--- src/rtl/arb_mux_ctrl_pkg.sv ---
// Shared types and helpers for the round-robin mux controller.
// State encodings and the width function for sel/ptr.
package arb_mux_ctrl_pkg;

  typedef enum logic [1:0] {
    ARB_IDLE  = 2'd0,
    ARB_GRANT = 2'd1
  } arb_state_t;

  function automatic int clog2(input int v);
    int r;
    r = 0;
    for (int i = 0; i < 31; i++) begin
      if ((1 << i) < v) r = i + 1;
    end
    return r;
  endfunction

endpackage

--- src/rtl/rr_pick.sv ---
// Rotated priority search: first set req bit
// strictly after ptr, wrapping around to ptr itself.
module rr_pick
  import arb_mux_ctrl_pkg::*;
#(
  parameter int N = 4
) (
  input  logic [N-1:0]        req,
  input  logic [clog2(N)-1:0] ptr,
  output logic                found,
  output logic [clog2(N)-1:0] idx
);

  localparam int SW = clog2(N);

  logic [SW-1:0] cand;

  // Scan farthest offset first so the nearest hit wins.
  always_comb begin
    found = 1'b0;
    idx   = '0;
    cand  = '0;
    for (int k = N; k >= 1; k--) begin
      cand = ptr + SW'(k);
      if (req[cand]) begin
        found = 1'b1;
        idx   = cand;
      end
    end
  end

endmodule

--- src/rtl/arb_mux_ctrl.sv ---
// Round-robin, burst-limited grant controller
// driving the select of a shared W-bit output mux.
module arb_mux_ctrl
  import arb_mux_ctrl_pkg::*;
#(
  parameter int N         = 4,
  parameter int W         = 8,
  parameter int MAX_BURST = 4
) (
  input  logic                clk,
  input  logic                rst_n,
  input  logic [N-1:0]        req,
  input  logic [N*W-1:0]      data_in,
  input  logic                out_ready,
  output logic [N-1:0]        gnt,
  output logic [clog2(N)-1:0] sel,
  output logic [W-1:0]        y,
  output logic                y_valid,
  output logic                busy
);

  localparam int SW = clog2(N);

  arb_state_t    state_q, state_d;
  logic [N-1:0]  gnt_q, gnt_d;
  logic [SW-1:0] sel_q, sel_d;
  logic [SW-1:0] ptr_q, ptr_d;
  logic [3:0]    cnt_q, cnt_d;

  logic          found;
  logic [SW-1:0] idx;
  logic          beat;
  logic          last;
  logic          rel;

  rr_pick #(.N(N)) u_pick (
    .req   (req),
    .ptr   (ptr_q),
    .found (found),
    .idx   (idx)
  );

  assign busy    = (state_q == ARB_GRANT);
  assign y_valid = busy & req[sel_q];
  assign y       = busy ? data_in[int'(sel_q)*W +: W] : '0;
  assign gnt     = gnt_q;
  assign sel     = sel_q;

  assign beat = y_valid & out_ready;
  assign last = (cnt_q == 4'(MAX_BURST - 1));
  assign rel  = busy & (~req[sel_q] | (beat & last));

  always_comb begin
    state_d = ARB_IDLE;
    gnt_d   = gnt_q;
    sel_d   = sel_q;
    ptr_d   = ptr_q;
    cnt_d   = cnt_q;
    case (state_q)
      ARB_GRANT: begin
        if (rel) begin
          state_d = ARB_IDLE;
          ptr_d   = sel_q;
          gnt_d   = '0;
        end else begin
          state_d = ARB_GRANT;
          if (beat) cnt_d = cnt_q + 4'd1;
        end
      end
      default: begin
        gnt_d = '0;
        if (found) begin
          state_d    = ARB_GRANT;
          gnt_d[idx] = 1'b1;
          sel_d      = idx;
          cnt_d      = '0;
        end
      end
    endcase
  end

  always_ff @(posedge clk or negedge rst_n) begin
    if (!rst_n) begin
      state_q <= ARB_IDLE;
      gnt_q   <= '0;
      sel_q   <= '0;
      ptr_q   <= SW'(N - 1);
      cnt_q   <= '0;
    end else begin
      state_q <= state_d;
      gnt_q   <= gnt_d;
      sel_q   <= sel_d;
      ptr_q   <= ptr_d;
      cnt_q   <= cnt_d;
    end
  end

endmodule
--- config.mk ---
export PLATFORM = sky130hd
export DESIGN_NAME = arb_mux_ctrl
export DESIGN_NICKNAME = d
export VERILOG_FILES = /design/src/rtl/arb_mux_ctrl_pkg.sv /design/src/rtl/rr_pick.sv /design/src/rtl/arb_mux_ctrl.sv
export SDC_FILE = /design/constraint.sdc
export NUM_CORES = 1
export LEC_CHECK = 0
export CORE_UTILIZATION = 35
export CTS_BUF_LIST = sky130_fd_sc_hd__clkbuf_4 sky130_fd_sc_hd__clkbuf_8
export DETAILED_ROUTE_END_ITERATION = 10
export PLACE_DENSITY_LB_ADDON = 0.3
export RECOVER_POWER = 25
export SLEW_MARGIN = 20
export SYNTH_ARGS = -nofsm -noshare
export SYNTH_HDL_FRONTEND = slang
export SYNTH_SLANG_ARGS = --single-unit
--- constraint.sdc ---
create_clock -name clk -period 1.4 [get_ports clk]
set_input_delay 0.21 -clock clk [delete_from_list [all_inputs] [get_ports clk]]
set_output_delay 0.21 -clock clk [all_outputs]
set_load 0.01 [all_outputs]
==> impl_metrics.toml <==
[outcome]
run_status = "finished, violations left"
failing_checks = "negative setup slack"

[timing]
timing.max_slew.rel_slack = 0.506
max_freq_mhz = 535
finalMaxSlewViolations = 0
finalHoldViolations = 0
finalWorstPathRequiredPeriod_ns = 1.87
timing.clock.skew_ns = 0.00751
worst_pin_slew_ns = 0.741
finalWorstSetupSlack_ns = -0.471
rsz0062_at_grt = "true"
final.period_utilization = 1.34
setup_total_negative_slack_ns = -7.74
setup_viol = 20

[die]
initial_utilization = 0.375
die-area_sq_um = 2890
floorplan.die.height_um = 53.7
io_pins = 55
chipWidth_um = 53.7
std_cell_rows = 18
core-area_sq_um = 2500

[pwr]
worst_ir_drop_vdd_mv = 1.48
power_density_nw_per_um2 = 1820
static-leakage-power_nw = 0.855

[synthesis]
synth_top_area_cell = "sky130_fd_sc_hd__dfrtp_1"
post_synth.cell_area_avg_sq_um = 10.9
post_synth_num_cell_types = 33
synth_nets = 126
synth-seq-cells = 13
synth.cell_area_sq_um = 937
synth_top_area_share = 0.294
seq_area_frac_synth = 0.350
netlist_instances = 86
synthTopCellsByArea = "sky130_fd_sc_hd__dfrtp_1, sky130_fd_sc_hd__mux4_2, sky130_fd_sc_hd__dfstp_2"
synth-warning-count = 0

[layout]
num-fill-cells = 183
multiInputGateArea_sq_um = 638
drive_above_1_share = 0.395
register_area_sq_um = 329
area_growth_pct = 94.8
layout.nets = 208
num_antenna_cells = 0
non_filler_instances = 197

[setup_path]
r2r.worst_path.cells = 6
arrival_ns = 1.66
worstSetupEndpointType = "output pin"
timing.critical_path.mode_cell = "sky130_fd_sc_hd__buf_6"
crit_path_cell_trace = "buf_6, buf_6, mux4_2, and2_4, buf_6"
worst_r2r_startpoint = "sel[0]"
critical-path-slowest-cell = "sky130_fd_sc_hd__mux4_2"
ff2ff_setup_slack_ns = -0.42
cpPeakStageDelay_ns = 0.49
critical_path.max_fanout = 5
critical_path.n_buffers_inverters = 3
r2r-end = "gnt[0]"
critical-path-top-delay-family = "multiplexers"
timing.critical_path.from_type = "register"
critPathKind = "reg2out"
worst_ep_required_time_ns = 1.19

[detailed_routing]
detail_route.wl_per_cell_um = 15.5
drc = 0
detail_route.wirelength_mm = 3.05
vias_per_cell = 5.20
ant_nets = 0
dr.first_iter.drc_count = 7
detail_route.first_pass.iterations = 3
vias = 1024

[clocking]
cts.reportedPaths.clkPinSlew_ns = 0.09
tritoncts = "yes"
cts.htree.levels = 1
cts_buffers = 3
clk-insertion-delay-late_ns = 0.29
cts.hold.buffers_added = 0
cts.root.buffer_cell = "sky130_fd_sc_hd__clkbuf_4"
clock_tree.buffer_depth = 2
cts.sink_count = 13

[grt]
grt.total_usage = 0.221
via_count_of_the_first_global_routing_pass = 992
grt_first_pass_wirelength_mm = 4.50
total_congestion_overflow = 0
number_of_antenna_violations_at_the_first_check_in_global_routing = 0
grt_start_max_net_pins = 14

[place]
placed_cells = 186
post-dp-hpwl_mm = 2.24
routabilityCongestion = 0.751
portBuffers = 54

[flow_run]
cap_violations = 0

[hold_path]
hold_class = "in2async"
[kinds of logic (layout without fill, tap and decap cells)]
family          Yosys count  after routing  share of synthesized area
fa+ha+maj                 1              1                     0.0133
mux                      15             15                      0.283
flops                    13             13                      0.350
compound gates           15             15                      0.112
xor+xnor                  1              1                    0.00935
simple gates             33             33                      0.199
buf+inv                   8             89                     0.0334
[sequential cells by signal, indices dropped and copies added, names as in the netlist]
register,flops
gnt,4
ptr_q,2
sel,2
state_q,1
cnt_q,4
[through the flow]
stage	power (W)	utilization	cell area [sq um]	hold slack, ns	setup WS (ns)
final	0.00332	0.730	1830	0.490	-0.471
after global routing	0.00354	0.730	1830	0.518	-0.525
after CTS	0.00310	0.700	1750	0.237	-0.482
after detailed placement	0.00271	0.668	1670	0.482	-0.618
after global placement	0.00266	0.668	1670	0.479	-0.605
after floorplan	0.00169	-	945	-0.0856	-0.193
[report_power, final]
group	internal, W	switching (W)	total, W
Clock	0.000130	0.000137	0.000267
Sequential	0.000547	0.000122	0.000669
Combinational	0.00149	0.000896	0.00238
Total	0.00217	0.00116	0.00332
[layout make-up]
| cell class | instances | share of cell area |
|---|---|---|
| Timing Repair Buffer | 82 | 0.427 |
| Tap cell | 30 | 0.0206 |
| Sequential cell | 13 | 0.180 |
| Clock buffer | 4 | 0.0164 |
| Inverter | 3 | 0.00617 |
| Multi-Input combinational cell | 65 | 0.350 |
[synth_stat cells, drive strengths merged]
| master | n |
|---|---|
| a211o | 1 |
| a211oi | 1 |
| a21bo | 1 |
| a21boi | 1 |
| a21oi | 2 |
| a22o | 2 |
| and2 | 10 |
| and3 | 1 |
| buf | 1 |
| clkbuf | 4 |
| dfrtp | 11 |
| dfstp | 2 |
| ha | 1 |
| inv | 3 |
| mux2 | 2 |
| mux2i | 4 |
| mux4 | 9 |
| nand2 | 5 |
| nand2b | 4 |
| nand3 | 1 |
| nand3b | 1 |
| nand4 | 1 |
| nor2 | 5 |
| nor3 | 1 |
| nor3b | 1 |
| nor4 | 1 |
| o21ai | 4 |
| o22ai | 1 |
| o2bb2ai | 2 |
| or2 | 2 |
| xor2 | 1 |
[per-layer routing]
metal | vias up | share of wire | GRT usage
met4 | 0 | 0.019 | 0.0921
li1 | 477 | - | -
met5 | - | 0 | 0
met2 | 48 | 0.48 | 0.412
met3 | 7 | 0.14 | 0.0593
met1 | 492 | 0.37 | 0.230
[placed cells by master, fill, tap and decap left out, drive strengths merged, types with 2 or more instances in the layout]
master and n:
nand2 5, a21oi 2, nor2 5, mux4 9, or2 2, mux2i 4
mux2 2, nand2b 4, dfstp 2, inv 3, dlymetal6s2s 2, and2 10
a22o 2, buf 36, dfrtp 11, clkbuf 5, o2bb2ai 2, dlygate4sd2 5
clkdlybuf4s50 37, o21ai 4
[timing repair]
| item | in CTS | in global routing |
|---|---|---|
| gates resized for setup | 53 | 17 |
| buffers inserted | 6 | 2 |
| pin swaps | 11 | 4 |
| gates cloned | 0 | 0 |
| endpoints found under the setup margin | 26 | 25 |
| hold endpoints to repair | 0 | 0 |
[worst max path at each step]
stage / startpoint / to / cells after the start
2_1_floorplan: sel[0] / state_q[0] / 4
3_3_place_gp: req[3] / y_valid / 4
3_5_place_dp: req[0] / y_valid / 4
4_1_cts: sel[0] / y_valid / 4
5_1_grt: sel[0] / y[1] / 5
6_report: sel[0] / y[1] / 5
Note: power is estimated with default switching activity, not from simulation.
